### src/rtl/mdu_pkg.sv
// Shared encodings and constants for the HI/LO multiply/divide unit.
package mdu_pkg;

  typedef enum logic [1:0] {
    OP_MULTU = 2'b00,
    OP_MULT  = 2'b01,
    OP_DIVU  = 2'b10,
    OP_DIV   = 2'b11
  } op_e;

  typedef enum logic [1:0] {
    IDLE,
    MUL,
    DIV,
    FIX
  } state_e;

  localparam int DIV_ITERS = 32;

  // Divide-by-zero quotient is all ones at any width; hi returns the dividend.
  localparam logic DIV0_FILL = 1'b1;

endpackage

### src/rtl/div_step.sv
// One restoring-division iteration: shift in the next dividend bit, trial-subtract the divisor.
module div_step #(
  parameter int WIDTH = 32
) (
  input  logic [WIDTH-1:0] rem,
  input  logic [WIDTH-1:0] shift,
  input  logic [WIDTH-1:0] divisor,
  output logic [WIDTH-1:0] rem_next,
  output logic [WIDTH-1:0] shift_next
);

  logic [WIDTH:0] partial;
  logic [WIDTH:0] diff;
  logic           q_bit;

  // NOTE: every output gets a default first so no path through the block can infer a latch.
  always_comb begin
    rem_next   = '0;
    shift_next = '0;
    q_bit      = 1'b0;
    partial    = {rem, shift[WIDTH-1]};
    diff       = partial - {1'b0, divisor};
    // A borrow out of the top bit means the divisor did not fit: restore.
    if (!diff[WIDTH]) begin
      q_bit    = 1'b1;
      rem_next = diff[WIDTH-1:0];
    end else begin
      rem_next = partial[WIDTH-1:0];
    end
    shift_next = {shift[WIDTH-2:0], q_bit};
  end

endmodule

### src/rtl/mult_div_unit.sv
// Multi-cycle HI/LO multiply/divide unit: MULT/MULTU, DIV/DIVU, MTHI/MTLO.
module mult_div_unit
  import mdu_pkg::*;
#(
  parameter int MUL_CYCLES = 5,
  parameter int WIDTH      = 32
) (
  input  logic             clk,
  input  logic             reset,
  input  logic             start,
  input  logic [1:0]       op,
  input  logic [WIDTH-1:0] busa,
  input  logic [WIDTH-1:0] busb,
  input  logic             hilo_wr,
  input  logic             hilo_sel,
  output logic             busy,
  output logic             done,
  output logic [WIDTH-1:0] hi,
  output logic [WIDTH-1:0] lo
);

  localparam int CNT_MAX = (MUL_CYCLES > DIV_ITERS) ? MUL_CYCLES : DIV_ITERS;
  localparam int CNT_W   = $clog2(CNT_MAX + 1);

  state_e             state;
  logic [CNT_W-1:0]   cnt;
  op_e                op_reg;
  logic [WIDTH-1:0]   a_reg;
  logic [WIDTH-1:0]   b_reg;
  logic [WIDTH-1:0]   rem_reg;
  logic [WIDTH-1:0]   quo_reg;

  logic               signed_op;
  logic [WIDTH-1:0]   a_mag_in;
  logic [WIDTH-1:0]   b_mag;
  logic [WIDTH-1:0]   rem_nxt;
  logic [WIDTH-1:0]   quo_nxt;
  logic [2*WIDTH-1:0] a_ext;
  logic [2*WIDTH-1:0] b_ext;
  logic [2*WIDTH-1:0] product;
  logic [WIDTH-1:0]   quo_fix;
  logic [WIDTH-1:0]   rem_fix;
  logic               div0;

  assign busy      = (state != IDLE);
  assign signed_op = op_reg[0];

  // Dividend magnitude is taken from the live inputs so the shift register loads at the start edge.
  assign a_mag_in  = (op[0] && busa[WIDTH-1]) ? (~busa + 1'b1) : busa;
  assign b_mag     = (signed_op && b_reg[WIDTH-1]) ? (~b_reg + 1'b1) : b_reg;

  // Sign- or zero-extend to 2*WIDTH so one multiplier serves MULT and MULTU.
  assign a_ext     = {{WIDTH{signed_op & a_reg[WIDTH-1]}}, a_reg};
  assign b_ext     = {{WIDTH{signed_op & b_reg[WIDTH-1]}}, b_reg};
  assign product   = a_ext * b_ext;

  // -2^(W-1) / -1 falls out naturally: magnitude quotient 2^(W-1), signs equal, no negation.
  assign quo_fix   = (signed_op && (a_reg[WIDTH-1] ^ b_reg[WIDTH-1])) ? (~quo_reg + 1'b1) : quo_reg;
  assign rem_fix   = (signed_op && a_reg[WIDTH-1]) ? (~rem_reg + 1'b1) : rem_reg;
  assign div0      = (b_reg == '0);

  div_step #(.WIDTH(WIDTH)) u_div_step (
    .rem        (rem_reg),
    .shift      (quo_reg),
    .divisor    (b_mag),
    .rem_next   (rem_nxt),
    .shift_next (quo_nxt)
  );

  // NOTE: sequential state uses non-blocking assignments so every register samples pre-edge values.
  always_ff @(posedge clk or posedge reset) begin
    if (reset) begin
      state   <= IDLE;
      cnt     <= '0;
      op_reg  <= OP_MULTU;
      a_reg   <= '0;
      b_reg   <= '0;
      rem_reg <= '0;
      quo_reg <= '0;
      hi      <= '0;
      lo      <= '0;
      done    <= 1'b0;
    end else begin
      done <= 1'b0;
      case (state)
        IDLE: begin
          if (start) begin
            a_reg   <= busa;
            b_reg   <= busb;
            op_reg  <= op_e'(op);
            rem_reg <= '0;
            quo_reg <= a_mag_in;
            if (op[1]) begin
              state <= DIV;
              cnt   <= CNT_W'(DIV_ITERS - 1);
            end else begin
              state <= MUL;
              cnt   <= CNT_W'(MUL_CYCLES - 1);
            end
          end else if (hilo_wr) begin
            if (hilo_sel) hi <= busa;
            else          lo <= busa;
          end
        end
        MUL: begin
          if (cnt == '0) begin
            {hi, lo} <= product;
            done     <= 1'b1;
            state    <= IDLE;
          end else begin
            cnt <= cnt - CNT_W'(1);
          end
        end
        DIV: begin
          rem_reg <= rem_nxt;
          quo_reg <= quo_nxt;
          if (cnt == '0) state <= FIX;
          else           cnt   <= cnt - CNT_W'(1);
        end
        FIX: begin
          if (div0) begin
            lo <= {WIDTH{DIV0_FILL}};
            hi <= a_reg;
          end else begin
            lo <= quo_fix;
            hi <= rem_fix;
          end
          done  <= 1'b1;
          state <= IDLE;
        end
        default: state <= IDLE;
      endcase
    end
  end

endmodule

### config.mk
export PLATFORM = sky130hd
export DESIGN_NAME = mult_div_unit
export DESIGN_NICKNAME = d
export VERILOG_FILES = /design/src/rtl/mdu_pkg.sv /design/src/rtl/div_step.sv /design/src/rtl/mult_div_unit.sv
export SDC_FILE = /design/constraint.sdc
export NUM_CORES = 2
export LEC_CHECK = 0
export CAP_MARGIN = 0
export CORE_MARGIN = 1
export CORE_UTILIZATION = 37
export DETAILED_ROUTE_END_ITERATION = 16
export PLACE_DENSITY = 0.51
export SYNTH_ARGS = -nofsm -noshare
export SYNTH_HDL_FRONTEND = slang
export SYNTH_SLANG_ARGS = --single-unit
### constraint.sdc
create_clock -name clk -period 7.5 [get_ports clk]
set_input_delay 2.25 -clock clk [delete_from_list [all_inputs] [get_ports clk]]
set_output_delay 2.25 -clock clk [all_outputs]
set_load 0.03 [all_outputs]
# Yosys cells after proc, flatten, opt, wreduce, memory -nomap -nowiden
# Cells that the tools add are included.
# Widths: inputs -> output; s select.
dict set report word_totals {
  ff_bits 202
  latchBits 0
  ram_bits 0
  romBits 0
  input_bits 71
  output_inout_bits 66
  word_cells 86
  memories 0
}
dict set report classes {
  n_addsub 6
  n_mul 1
  div_mod_pow 0
  n_lt_le_gt_ge 0
  n_eq_ne 11
  shift 0
  muxes 33
  bitwise 7
  reduce_logical 18
}
# operator count
set ops {}
lappend ops {{$mux 32} 17}
lappend ops {{$pmux 32 s3} 2}
lappend ops {{$add 32x1->32 const B} 4}
lappend ops {{$not 32->32} 4}
lappend ops {{$pmux 32 s2} 2}
lappend ops {{$mul 33x33->64} 1}
lappend ops {{$sub 33x32->33} 1}
lappend ops {{$logic_not 32->1} 1}
lappend ops {{$ne 2x2->1 const B} 8}
lappend ops {{$mux 6} 2}
lappend ops {{$pmux 6 s2} 1}
lappend ops {{$reduce_and 5->1} 2}
lappend ops {{$mux 2} 4}
lappend ops {{$pmux 2 s4} 1}
lappend ops {{$logic_not 6->1} 1}
lappend ops {{$reduce_and 3->1} 2}
lappend ops {{$reduce_bool 2->1} 3}
lappend ops {{$sub 6x1->6 const B} 1}
lappend ops {{$mux 5} 1}
lappend ops {{$eq 2x2->1 const B} 2}
lappend ops {{$logic_and 1x1->1} 4}
lappend ops {{$reduce_and 2->1} 2}
lappend ops {{$reduce_bool 3->1} 1}
lappend ops {{$and 1x1->1} 2}
lappend ops {{other kinds (6)} 7}

# Depth between registers and ports, before layout
dict set report depth {
  ltp_word 6
  ltp_mapped 32
  depth_no_buf 29
}

# By module
# From an unflattened synthesis, not the netlist that was laid out.
dict set report unflattened {
  hier_cells 5896
  hier_area_um2 52429.0
}
# module n_inst cells_each area_per_inst_um2 seq_area_each_um2
set by_module_without_submodules {}
lappend by_module_without_submodules {mult_div_unit 1 5559 49830.3 5054.8}
lappend by_module_without_submodules {div_step 1 337 2598.7 0.0}

# Worst setup path after synthesis
# Ideal clock, no wire load.
dict set report synth_path {
  kind {register to register}
  startpoint {reg a_reg[31]}
  endpoint {reg hi[30]}
  setup_time_ps 122
  t_arrival_ps 7992
  required_ps 7378
  path_slack_ps -614
  stages_incl_launch_ff 30
  path_buffers 4
  period_less_slack_ps 8114
  cell_sequence {dfrtp_1 and2_1 buf_1 clkbuf_1 buf_1 nand2_1 inv_1 fa_1 inv_1 fa_1 inv_1 fa_1 fa_1 inv_1 fa_1 inv_1 fa_1 inv_1 fa_1 fa_1 inv_1 ha_1 clkbuf_1 o21a_1 o21ai_0 and2_1 o31a_1 o31ai_1 mux2i_1 nand2_1}
}
dict set report synth_between {
  elab_chain_len 4
  elab_cells_between_ends 7
  classes_between {mul (1); mux (4); bitwise (1); reduce/logical (1)}
}
# item line_no
set synth_lines {}
lappend synth_lines {{start, declared} mult_div_unit.sv:28} ;# logic [WIDTH-1:0] a_reg;
lappend synth_lines {{start signal, assigned} mult_div_unit.sv:88} ;# a_reg <= busa;
lappend synth_lines {{$and 1x1->1 or $logic_and 1x1->1 (tied branches)} {mult_div_unit.sv:53, mult_div_unit.sv:59}}
lappend synth_lines {{$mul 33x33->64 or $mux 32 (tied branches)} {mult_div_unit.sv:55, mult_div_unit.sv:59}}
lappend synth_lines {{$mux 32 (on tied branches)} {mult_div_unit.sv:106, mult_div_unit.sv:121}}
lappend synth_lines {{$pmux 32 s3 *} mult_div_unit.sv:85} ;# case (state)
lappend synth_lines {{end signal, assigned} mult_div_unit.sv:101} ;# if (hilo_sel) hi <= busa;
lappend synth_lines {{end signal, assigned} mult_div_unit.sv:107} ;# {hi, lo} <= product;
lappend synth_lines {{end signal, assigned} mult_div_unit.sv:123} ;# hi <= a_reg;
lappend synth_lines {{end, declared} mult_div_unit.sv:18} ;# output logic [WIDTH-1:0] hi,
# Mark *: on every way between the ends. The rest lies on a longest branch, timed or not. The select of a mux whose other input is x is not followed.
# A chain may end at the register's enable or synchronous reset.

# Worst setup path after layout
dict set report layout_path {
  startpoint {reg a_reg[12]}
  endpoint {reg hi[28]}
}
dict set report layout_between {
  elab_chain_len 3
}
# item line_no
set layout_lines {}
lappend layout_lines {{$mul 33x33->64} mult_div_unit.sv:55} ;# assign product = a_ext * b_ext;
lappend layout_lines {{$mux 32} mult_div_unit.sv:106} ;# if (cnt == '0) begin
lappend layout_lines {{$pmux 32 s3} mult_div_unit.sv:85}
# Every way passes these cells. The select of a mux whose other input is x is not followed.

==> run_results.csv <==
group,metric,value,unit
setup_path,rr_worst_depth,26,
floorplanning,ios,137,
cells_and_area,nets,7631,
detailed_routing,wl_per_cell,21.5,µm
yosys,synth_top_area_share,43.9,%
yosys,netlist_instances,5786,
yosys,synth.area.mux_share,2.10,%
sta,min_period,7700,ps
clock_tree,cts.htree.levels,1,
global_route,grt_pass1_vias,43833,
sta,fmax,130,MHz
yosys,seq_area_frac_synth,9.85,%
yosys,synthTopCellsByCount,"1163 x inv_1, 1126 x fa_1, 941 x nand2_1, 363 x and2_1, 320 x clkbuf_1",
detailed_routing,routed_wl,172000,µm
worst_hold_path,hp-start,"lo[4]",
setup_path,crit_path_start_kind,"flop",
yosys,ys_types,70,
status,violations,"setup timing",
yosys,yosys.area_share.simple,15.1,%
placed_design,pre_cts_ws,-535,ps
global_route,grt_first_pass_wirelength,269000,µm
setup_path,r2r-start,"a_reg[12]",
yosys,synth-xor-area-share,3.64,%
yosys,synth_compound_area_share,7.90,%
setup_path,cp.required,7980,ps
clock_tree,numCtsBuffers,26,
sta,worst_pin_slew,1100,ps
detailed_routing,dr.pass1.iters,6,
yosys,syn_area,0.0513,mm²
floorplanning,initial_core_util,37.3,%
yosys,synthArstFlopShare,100,%
cells_and_area,syn_to_final_growth,19.6,%
setup_path,r2r-end,"hi[28]",
setup_path,crit_arrival,8170,ps
setup_path,crit_path_start,"a_reg[12]",
sta,relSlewSlack,26.6,%
placed_design,io_buffers,136,
yosys,synth_nets,7239,
sta,grt_setup_unrepaired,"true",
yosys,ys.flop_type,"dfrtp_1",
status,status,"complete, but fails checks",
clock_tree,cts.hold.buffers_added,0,
sta,drv_slew,0,
detailed_routing,ant_nets,0,
worst_hold_path,min_to,"lo[4]",
floorplanning,dieArea,0.140,mm²
yosys,synth_area_leaders,"fa_1 44%, dfrtp_1 9.9%, inv_1 8.5%",
placed_design,place_hpwl,144000,µm
detailed_routing,vias_per_cell,5.08,
worst_hold_path,min_path_type,"reg2reg",
floorplanning,core-area,0.137,mm²
worst_hold_path,hold_depth,2,
global_route,grt-ovfl-total,0,
sta,fin_crit_sh,103,%
job,maxCapViolCount,0,
clock_tree,clockBufferDepth,3,
cells_and_area,drive_above_1_share,15.2,%
placed_design,gp_congestion,0.911,
global_route,grt.total_usage,25.0,%
yosys,synth_adder_area_share,50.2,%
detailed_routing,drt_iter0_drc,2719,
setup_path,crit_fanout,10,
floorplanning,die_x,374,µm
yosys,synth_top_family_by_area,"adder cells",
sta,setup_viol,18,
clock_tree,cts.clk_slew.worst_paths,60,ps
sta,hold_ws,482,ps
clock_tree,cts_sinks,202,
yosys,synth_edf_count,0,
clock_tree,clockRootBuffer,"clkbuf_16",
setup_path,worst-setup-path-type,"reg2reg",
sta,worst_slack,-197,ps
yosys,synth.avg_cell_area,8.87,µm²
floorplanning,fp.dieH,374,µm
clock_tree,cts_tree,"built",
sta,fin_skew,35.5,ps
setup_path,cp-end-kind,"flop",
detailed_routing,drcViolationCount,0,
global_route,antenna_found_initial,6,
sta,hold_violations,0,
yosys,synth-seq-cells,202,
floorplanning,rows,136,
clock_tree,clk_latency,580,ps
setup_path,reg2reg_slack,-200,ps
detailed_routing,routed-via-count,40618,
global_route,grt_max_degree,106,
yosys,synth_most_common_cell,"inv_1",
yosys,ys_warn_count,0,
yosys,yosysTopAreaCell,"fa_1",
layer usage:
metal	part of all wire [%]	up-vias	track usage, %
li1	-	18188	-
met1	45	21164	35.4
met2	47	1080	41.1
met3	5.4	180	2.92
met4	2.5	6	5.64
met5	0.021	-	0
layout make-up:
type	instances	area, µm²
Clock inverter	14	169
Fill cell	13511	76100
Tap cell	1794	2240
Antenna cell	2	5.00
Inverter	1164	4390
Timing Repair Buffer	731	7090
Clock buffer	34	751
Sequential cell	202	5070
Multi-Input combinational cell	4053	41700
cells by family (layout without fill, tap and decap cells):
family                     after synthesis  in the layout
AOI/OAI and AO/OA                      659            659
xor gates and xnor gates               213            213
adders and majority gates             1382           1382
buffers and inverters                 1531           1943
DFF                                    202            202
muxes                                  100            100
other                                    0              2
and+or+nand+nor                       1699           1699
worst max path at each step:
| stage | to | slack [ps] | depth (start not counted) |
|---|---|---|---|
| 4_1_cts | hi[31] | -250 | 28 |
| 5_1_grt | hi[30] | -450 | 31 |
| 6_report | hi[28] | -200 | 26 |
| 3_5_place_dp | hi[7] | -530 | 28 |
| 3_3_place_gp | hi[1] | -500 | 28 |
| 2_1_floorplan | hi[30] | -90 | 29 |
cells in the final DEF (no fill, tap or decap), types with 24 or more instances in the layout:
cell	count
mux2_2	63
ha_1	228
xnor2_1	117
and3_1	24
buf_4	481
dfrtp_1	187
nand2_1	932
buf_12	87
nor2_1	189
mux2i_1	37
clkdlybuf4s50_1	136
o21ai_0	172
and2_1	356
nor3_1	30
inv_1	1137
a21oi_1	160
a31oi_1	33
a21o_1	44
xor2_1	83
clkbuf_16	29
fa_1	1106
nand3_1	25
worst max-delay path, stage by stage, from the launching register on:
cell and delay (ps):
dfrtp_2 460, buf_12 170, buf_4 170, buf_4 170
buf_4 160, and2_1 180, fa_1 550, fa_1 420
fa_1 510, fa_1 470, fa_2 630, fa_1 430
fa_1 500, inv_1 50, fa_2 560, inv_1 80
ha_4 280, and3_4 180, nand2_1 90, nor2_2 160
nand3_2 120, a211oi_4 310, nor2_2 100, o21ai_2 190
a31oi_1 130, or4_1 410, nand3_1 90
through the flow:
stage          util, %  TNS, ps  cells  area, µm²
2_1_floorplan        -     -105   5786      51400
3_3_place_gp      42.9   -10870   7909      59000
3_5_place_dp      42.9   -11900   7909      59000
4_1_cts           44.2    -2080   7971      60700
5_1_grt           44.6    -9720   7993      61400
6_report          44.6    -1440   7994      61400
what timing repair did:
action | in CTS | in global routing
cloned | 1 | 3
resized for setup | 159 | 114
endpoints found under the setup margin | 40 | 40
pin swaps | 74 | 62
buffers inserted | 14 | 18
Power is left out: the tool's default activity adds up to more than one toggle a clock period on the data nets, which glitch-free logic cannot reach.
